## config.mk

```make
export PLATFORM = sky130hd
export DESIGN_NAME = frame_buffer_port_arbiter
export DESIGN_NICKNAME = d
export VERILOG_FILES = /design/src/rtl/frame_buffer_port_arbiter.sv
export SDC_FILE = /design/constraint.sdc
export NUM_CORES = 1
export LEC_CHECK = 0
export ABC_CLOCK_PERIOD_IN_PS = 2300
export BUFFER_PORTS_ARGS = -buffer_cell sky130_fd_sc_hd__clkbuf_2
export CELL_PAD_IN_SITES_DETAIL_PLACEMENT = 2
export CELL_PAD_IN_SITES_GLOBAL_PLACEMENT = 2
export CORE_ASPECT_RATIO = 0.8
export CORE_MARGIN = 2
export CORE_UTILIZATION = 25
export CTS_CLUSTER_SIZE = 12
export DETAILED_ROUTE_END_ITERATION = 7
export PLACE_DENSITY = 0.95
export SYNTH_ARGS = -nofsm -noshare
export SYNTH_HDL_FRONTEND = slang
export SYNTH_SLANG_ARGS = --single-unit
```

## constraint.sdc

```tcl
create_clock -name clk_i -period 2.3 [get_ports clk_i]
set_clock_uncertainty 0.1 [all_clocks]
set_input_delay 0.115 -clock clk_i [delete_from_list [all_inputs] [get_ports clk_i]]
set_output_delay 0.115 -clock clk_i [all_outputs]
set_load 0.02 [all_outputs]
```

## src/rtl/frame_buffer_port_arbiter.sv

```systemverilog
// Burst arbiter sharing one single-port frame-buffer memory between the camera
// write controller and the HDMI read controller, with urgency-first priority.
module frame_buffer_port_arbiter #(
   parameter int ADDR_WIDTH  = 32,
   parameter int DATA_WIDTH  = 16,
   parameter int LEVEL_WIDTH = 9,
   parameter int BURST_LEN   = 16,
   parameter int WR_URGENT   = 400,
   parameter int RD_URGENT   = 64
) (
   input  logic                   clk_i,
   input  logic                   resetn_i,
   input  logic                   wr_req_i,
   input  logic [ADDR_WIDTH-1:0]  wr_addr_i,
   input  logic [DATA_WIDTH-1:0]  wr_data_i,
   input  logic [LEVEL_WIDTH-1:0] wr_level_i,
   output logic                   wr_gnt_o,
   input  logic                   rd_req_i,
   input  logic [ADDR_WIDTH-1:0]  rd_addr_i,
   input  logic [LEVEL_WIDTH-1:0] rd_level_i,
   output logic                   rd_gnt_o,
   output logic [DATA_WIDTH-1:0]  rd_data_o,
   output logic                   rd_valid_o,
   output logic                   mem_en_o,
   output logic                   mem_we_o,
   output logic [ADDR_WIDTH-1:0]  mem_addr_o,
   output logic [DATA_WIDTH-1:0]  mem_wdata_o,
   input  logic [DATA_WIDTH-1:0]  mem_rdata_i,
   output logic [1:0]             owner_o
);

   typedef enum logic [1:0] {
      ST_IDLE  = 2'b00,
      ST_WRITE = 2'b01,
      ST_READ  = 2'b10
   } state_e;

   localparam int CNT_W = $clog2(BURST_LEN + 1);
   localparam logic [LEVEL_WIDTH-1:0] WR_URG_LVL = LEVEL_WIDTH'(WR_URGENT);
   localparam logic [LEVEL_WIDTH-1:0] RD_URG_LVL = LEVEL_WIDTH'(RD_URGENT);
   localparam logic [CNT_W-1:0]       BURST_MAX  = CNT_W'(BURST_LEN);

   state_e                  state_q, state_d;
   logic                    last_rd_q, last_rd_d;
   logic [CNT_W-1:0]        cnt_q, cnt_d;
   logic                    mem_en_q, mem_en_d;
   logic                    mem_we_q, mem_we_d;
   logic [ADDR_WIDTH-1:0]   mem_addr_q, mem_addr_d;
   logic [DATA_WIDTH-1:0]   mem_wdata_q, mem_wdata_d;
   logic                    rd_valid_q, rd_valid_d;

   logic             wr_beat, rd_beat, wr_urgent, rd_urgent;
   logic [CNT_W-1:0] cnt_inc;

   assign wr_beat   = (state_q == ST_WRITE) && wr_req_i;
   assign rd_beat   = (state_q == ST_READ)  && rd_req_i;
   assign wr_urgent = wr_level_i >= WR_URG_LVL;
   assign rd_urgent = rd_level_i <  RD_URG_LVL;
   assign cnt_inc   = cnt_q + 1'b1;

   // NOTE: every always_comb output is defaulted first so no path can infer a latch.
   always_comb begin
      state_d     = state_q;
      last_rd_d   = last_rd_q;
      cnt_d       = cnt_q;
      mem_en_d    = wr_beat || rd_beat;
      mem_we_d    = wr_beat;
      mem_addr_d  = mem_addr_q;
      mem_wdata_d = mem_wdata_q;
      rd_valid_d  = mem_en_q && !mem_we_q;

      if (wr_beat) begin
         mem_addr_d  = wr_addr_i;
         mem_wdata_d = wr_data_i;
      end else if (rd_beat) begin
         mem_addr_d  = rd_addr_i;
      end

      case (state_q)
         ST_IDLE: begin
            // Display underflow is visible, so an urgent read beats an urgent write.
            if (rd_req_i && rd_urgent) begin
               state_d   = ST_READ;
               last_rd_d = 1'b1;
            end else if (wr_req_i && wr_urgent) begin
               state_d   = ST_WRITE;
               last_rd_d = 1'b0;
            end else if (wr_req_i && rd_req_i) begin
               state_d   = last_rd_q ? ST_WRITE : ST_READ;
               last_rd_d = !last_rd_q;
            end else if (wr_req_i) begin
               state_d   = ST_WRITE;
               last_rd_d = 1'b0;
            end else if (rd_req_i) begin
               state_d   = ST_READ;
               last_rd_d = 1'b1;
            end
         end
         ST_WRITE, ST_READ: begin
            if (wr_beat || rd_beat) begin
               cnt_d = cnt_inc;
               if (cnt_inc == BURST_MAX) begin
                  state_d = ST_IDLE;
                  cnt_d   = '0;
               end
            end else begin
               state_d = ST_IDLE;
               cnt_d   = '0;
            end
         end
         default: begin
            state_d = ST_IDLE;
            cnt_d   = '0;
         end
      endcase
   end

   // NOTE: sequential state uses non-blocking assignments so all flops update together.
   always_ff @(posedge clk_i or negedge resetn_i) begin
      if (!resetn_i) begin
         state_q     <= ST_IDLE;
         last_rd_q   <= 1'b1;
         cnt_q       <= '0;
         mem_en_q    <= 1'b0;
         mem_we_q    <= 1'b0;
         mem_addr_q  <= '0;
         mem_wdata_q <= '0;
         rd_valid_q  <= 1'b0;
      end else begin
         state_q     <= state_d;
         last_rd_q   <= last_rd_d;
         cnt_q       <= cnt_d;
         mem_en_q    <= mem_en_d;
         mem_we_q    <= mem_we_d;
         mem_addr_q  <= mem_addr_d;
         mem_wdata_q <= mem_wdata_d;
         rd_valid_q  <= rd_valid_d;
      end
   end

   assign wr_gnt_o    = wr_beat;
   assign rd_gnt_o    = rd_beat;
   assign mem_en_o    = mem_en_q;
   assign mem_we_o    = mem_we_q;
   assign mem_addr_o  = mem_addr_q;
   assign mem_wdata_o = mem_wdata_q;
   assign rd_valid_o  = rd_valid_q;
   // The memory's own output register supplies the pixel; masking keeps it 0 when idle.
   assign rd_data_o   = rd_valid_q ? mem_rdata_i : '0;
   assign owner_o     = state_q;

endmodule

```

Word-level counts from Yosys, hierarchy flattened. Index checks and enable logic that the tools add are counted.

Eq/ne operators: 5. Muxes and demuxes: 20. Add/subtract/negate cells: 1. Magnitude comparators: 2. Reduce and logical (&&, ||, !) cells: 15.

Operator list (number): 2-to-1 mux 32 bit (2); 2-to-1 mux 16 bit (1); 2-to-1 mux 2 bit (8); 2-to-1 mux 5 bit (2); case mux 5 bit (2 select lines) (1); greater-or-equal comparator 9 bit (second input constant) (1); less-than comparator 9 x 7 -> 1 bit (second input constant) (1); logical AND 1 bit (6); != test 6 bit (second input constant) (1); adder 5 x 1 -> 5 bit (second input constant) (1); == test 5 bit (second input constant) (1); 2-to-1 mux 1 bit (5); nonzero test 5 bit (1); case mux 2 bit (2 select lines) (1); AND reduction 2 bit (2); != test 3 bit (second input constant) (1); == test 2 x 1 -> 1 bit (second input constant) (1); == test 2 bit (second input constant) (1); logical NOT 1 bit (2); logical NOT 2 bit (1); nonzero test 2 bit (1); OR reduction 2 bit (1); logical OR 1 bit (1).

Input port bits: 118. Output and inout bits: 71. Register bits after elaboration: 59.

Depth between registers and ports, before layout.
Word-level depth: 6. Mapped depth: 8.

Least setup slack after synthesis. No wires, ideal clock.

Path type: register to register. Start point: register state_q[1] (netlist: owner_o[1]). End point: register state_q[1] (netlist: owner_o[1]). Setup slack: 0.549 ns. Library setup time: 0.133 ns. Period minus slack after synthesis: 1.751 ns. Arrival time: 1.518 ns. Buffers on the path: 0. Stages on the path, launching flop included: 9. Cell sequence: dfrtp_1 > inv_1 > ha_1 > nand2_4 > inv_2 > o21ai_2 > a31oi_2 > a21oi_1 > o31ai_1.

Word-level cells in the longest chain between the ends: 5. Elaborated cells between the ends (all ways): 12. Those cells by class: 4 x eq/ne; 2 x mux; 6 x reduce/logical.

RTL lines: from (decl) (RTL line 43) `state_e state_q, state_d;`; from (signal assigned) (RTL line 130) `state_q <= state_d;`; == test 2 x 1 -> 1 bit * (RTL line 55) `assign wr_beat = (state_q == ST_WRITE) && wr_req_i;`; logical AND 1 bit * (RTL line 55); named net wr_gnt_o (RTL line 17) `output logic wr_gnt_o,`; logical OR 1 bit * (RTL line 100) `if (wr_beat || rd_beat) begin`; 2-to-1 mux 2 bit or != test 3 bit (tied branches); case mux 2 bit (2 select lines) or AND reduction 2 bit (tied branches).

The timed path passes the listed nets; every way through them passes the cells marked *. A chain may end at the register's enable or synchronous reset.

Final worst setup path.
Start point: register state_q[1] (netlist: owner_o[1]). End point: register mem_addr_q[23] (netlist: mem_addr_o[23]).

Word-level cells in the longest chain between the ends: 3. Elaborated cells between the ends (all ways): 6. Those cells by class: 2 x eq/ne; 1 x mux; 3 x reduce/logical.

RTL lines: == test 2 x 1 -> 1 bit or == test 2 bit (tied branches) (RTL line 55, 56); logical AND 1 bit (on tied branches) (RTL line 55, 56); 2-to-1 mux 32 bit or nonzero test 2 bit (tied branches); to (signal assigned) (RTL line 135) `mem_addr_q <= mem_addr_d;`; to (decl) (RTL line 48) `logic [ADDR_WIDTH-1:0] mem_addr_q, mem_addr_d;`.

Parallel ways exist; a longest one is shown, timed or not.

==> metrics.txt <==
Inserted Clock Buffers=9; Pwr Total=6.201 mW; Hold WS=0.002579 ns; Seq/Total Area, Yosys=53.90%; clk slew on worst S/H paths=0.05 ns; status=complete, no violations; Compound-Gate Fraction of Synth Area=11.09%; Filler cells=1151; R2R setup slack=0.15 ns; reg2reg end=mem_addr_o[23]; htree depth=3; Yosys warning count=0; top cells by area, synth=dfrtp_1 53%, mux2i_1 12%, a21oi_1 6.2%; reg2reg start=owner_o[1]; io pins=189; Cell Rows=34; number of setup violations in the final report=0; Syn Area/Cell=10.92 sq um; critical path class=register to register; full die area=0.01182 sq mm; worst hold path type=primary input to register; largest net degree at the start of global routing=82; top-area cell type share of the netlist area=52.94%; port bufs=178; Mapped Cells=251; placed insts=564; first-pass GRT wire length=18730 um; Max Cap Viol=0; Tot GR Track Use=20.73%; Max Fanout on Critical Path=81; initial DRC count=56; post-route clock period utilization=93.42%; CTS tree=built; beginning of the critical path=owner_o[1]; Critical path destination=mem_addr_o[23]; # diodes=0; RSZ-0062 raised after global routing=false; share of layout cells above drive strength 1=43.65%; largest family of logic cells by synthesized area=multiplexers; Final Hold Viols=0; P per Cell Area=1283 mW/mm^2; Initial Util=25.47%; area of the mapped netlist=0.002741 sq mm; XOR/XNOR Fraction of Synth Area=0%; via count=2939; shortest period the worst path allows=2.149 ns; DRC errors left=0; Area growth syn-to-layout=76.36%; CTS Root Buffer Type=clkbuf_16; DIE WIDTH=121.1 um; antenna violation net count after detailed routing=0; Fmax achieved=465.4 MHz; GRT overflow=0; CP endpoint kind=register; later-pin clock latency in the skew report=0.33 ns; proportion of synthesized area in mux cells=18.62%; worst endpoint required time=2.46 ns; adder-cell share of the synthesized area=1.826%; Die Span Y=97.66 um; DRT Pass-1 Iters=4; HPWL after DPL=7319 um; initial antenna violation count=0; Final Max Slew Viols=0; Post-Route Setup TNS=0 ns; simple-gate share of the synthesized area=12.00%; Worst-Margin Slew=0.6976 ns; Cell Count, Final, Fillers Out=648; worst r2r path cells=7; worst rel slew slack=53.49%; Via density=4.535; crit path DAT=2.31 ns; drt wl/cell=18.47 um; Setup Slack @ Placement=0.4750 ns; total setup buffers inserted after CTS=0; core area=0.01076 sq mm; #FFs+latches synth=59; detailed-route wire length=11970 um; gpl congestion=0.7189; Max IR drop VDD=444.7 uV; # clock sinks=59; leading area contributor after synthesis=dfrtp_1; Synth Net Count=373; Synth cell types=34; final worst-path setup slack=0.1514 ns; vias in the first global route=3516; leakage=2.594 nW; Final nets=621; critical path startpoint category=register; clk buf depth=2
[timing repair]
action,4_1_cts,5_1_grt
resized for setup,0,3
endpoints found under the setup margin,0,6
hold buffers,66,0
hold endpoints to repair,71,0
[critical path, stage by stage (launching register included)]
cell and delay (ns):
dfrtp_1 0.43, inv_1 0.09, ha_1 0.21, nand2_4 0.10, buf_16 0.27, nor2_1 0.10
a21oi_1 0.14, dlygate4sd3_1 0.58
[cell usage in the layout (no fill, tap or decap), drive strengths merged, types with 9 or more instances in the layout]
cell type    netlist  layout
clkbuf             5     190
mux2              16      16
nand2              9       9
nor2              36      36
o21ai             10      10
dfrtp             58      58
dlygate4sd3        0      66
a21oi             34      34
mux2i             33      33
and2              16      16
[synth_stat cells]
master,count
nand4_1,2
nor2b_1,1
a21oi_1,34
buf_1,3
buf_2,5
o21ai_2,1
clkbuf_1,5
o32ai_1,1
or2_1,1
dfrtp_1,58
and2_1,16
nand2_2,1
nand2_4,1
inv_2,2
o31ai_1,1
o21ai_0,3
nor2_1,36
o31ai_2,1
nand2b_1,2
a21boi_1,1
o21ai_1,6
inv_1,2
mux2_2,12
a31oi_2,1
or2_0,1
mux2_1,4
and3_1,1
a31oi_1,2
o311a_1,1
nand2_1,7
o2bb2ai_1,1
mux2i_1,33
ha_1,4
dfstp_2,1
[routing by layer]
metal | GRT usage (%) | up-vias | part of all wire (%)
met5 | 0 | - | 0
met4 | 5.277 | 0 | 1.1
met3 | 7.277 | 11 | 7.6
met2 | 40.41 | 120 | 55
met1 | 20.48 | 1440 | 36
li1 | - | 1368 | -
[per-stage QoR]
stage	instance area [sq um]	util (%)
2_1_floorplan	2741	-
3_3_place_gp	3812	35.42
3_5_place_dp	3812	35.42
4_1_cts	4768	44.30
5_1_grt	4835	44.92
6_report	4835	44.92
[cell type report]
class / count / area, sq um / share of cell area (%)
clock inverters: 6 / 66.31 / 1.372
inverters: 4 / 15.01 / 0.3106
well taps: 144 / 180.2 / 3.727
repair buffers: 250 / 1664 / 34.42
flip-flops and latches: 59 / 1478 / 30.56
multi-input cells: 175 / 1202 / 24.87
clock buffers: 10 / 229.0 / 4.736
[power breakdown]
part	internal, mW	switching (mW)
logic	1.30	1.69
clock network	0.837	0.498
registers	1.54	0.343
total	3.67	2.53
[worst min path at each step]
stage                        from  cells after the start  slack [ns]              to
floorplan                resetn_i                      0       -0.28        cnt_q[0]
CTS                 rd_addr_i[25]                      3      0.0002  mem_addr_o[25]
global route        rd_addr_i[28]                      3        0.01  mem_addr_o[28]
finish              rd_addr_i[31]                      3       0.003  mem_addr_o[31]
detailed placement       resetn_i                      1         0.1  mem_addr_o[13]
global placement         resetn_i                      1        0.09   mem_addr_o[7]
[kinds of logic after synthesis]
kind of cell / count (synthesis)
compound gates: 53
simple gates: 69
mux: 49
flops: 59
fa+ha+maj: 4
buf+inv: 17
[flip-flops by register name, summed over array words and instances, names as in the netlist]
register	count
cnt_q	5
last_rd_q	1
mem_addr_o	32
mem_en_o	1
mem_wdata_o	16
mem_we_o	1
owner_o	2
rd_valid_o	1
No activity file was read; power rests on OpenSTA's default activity.
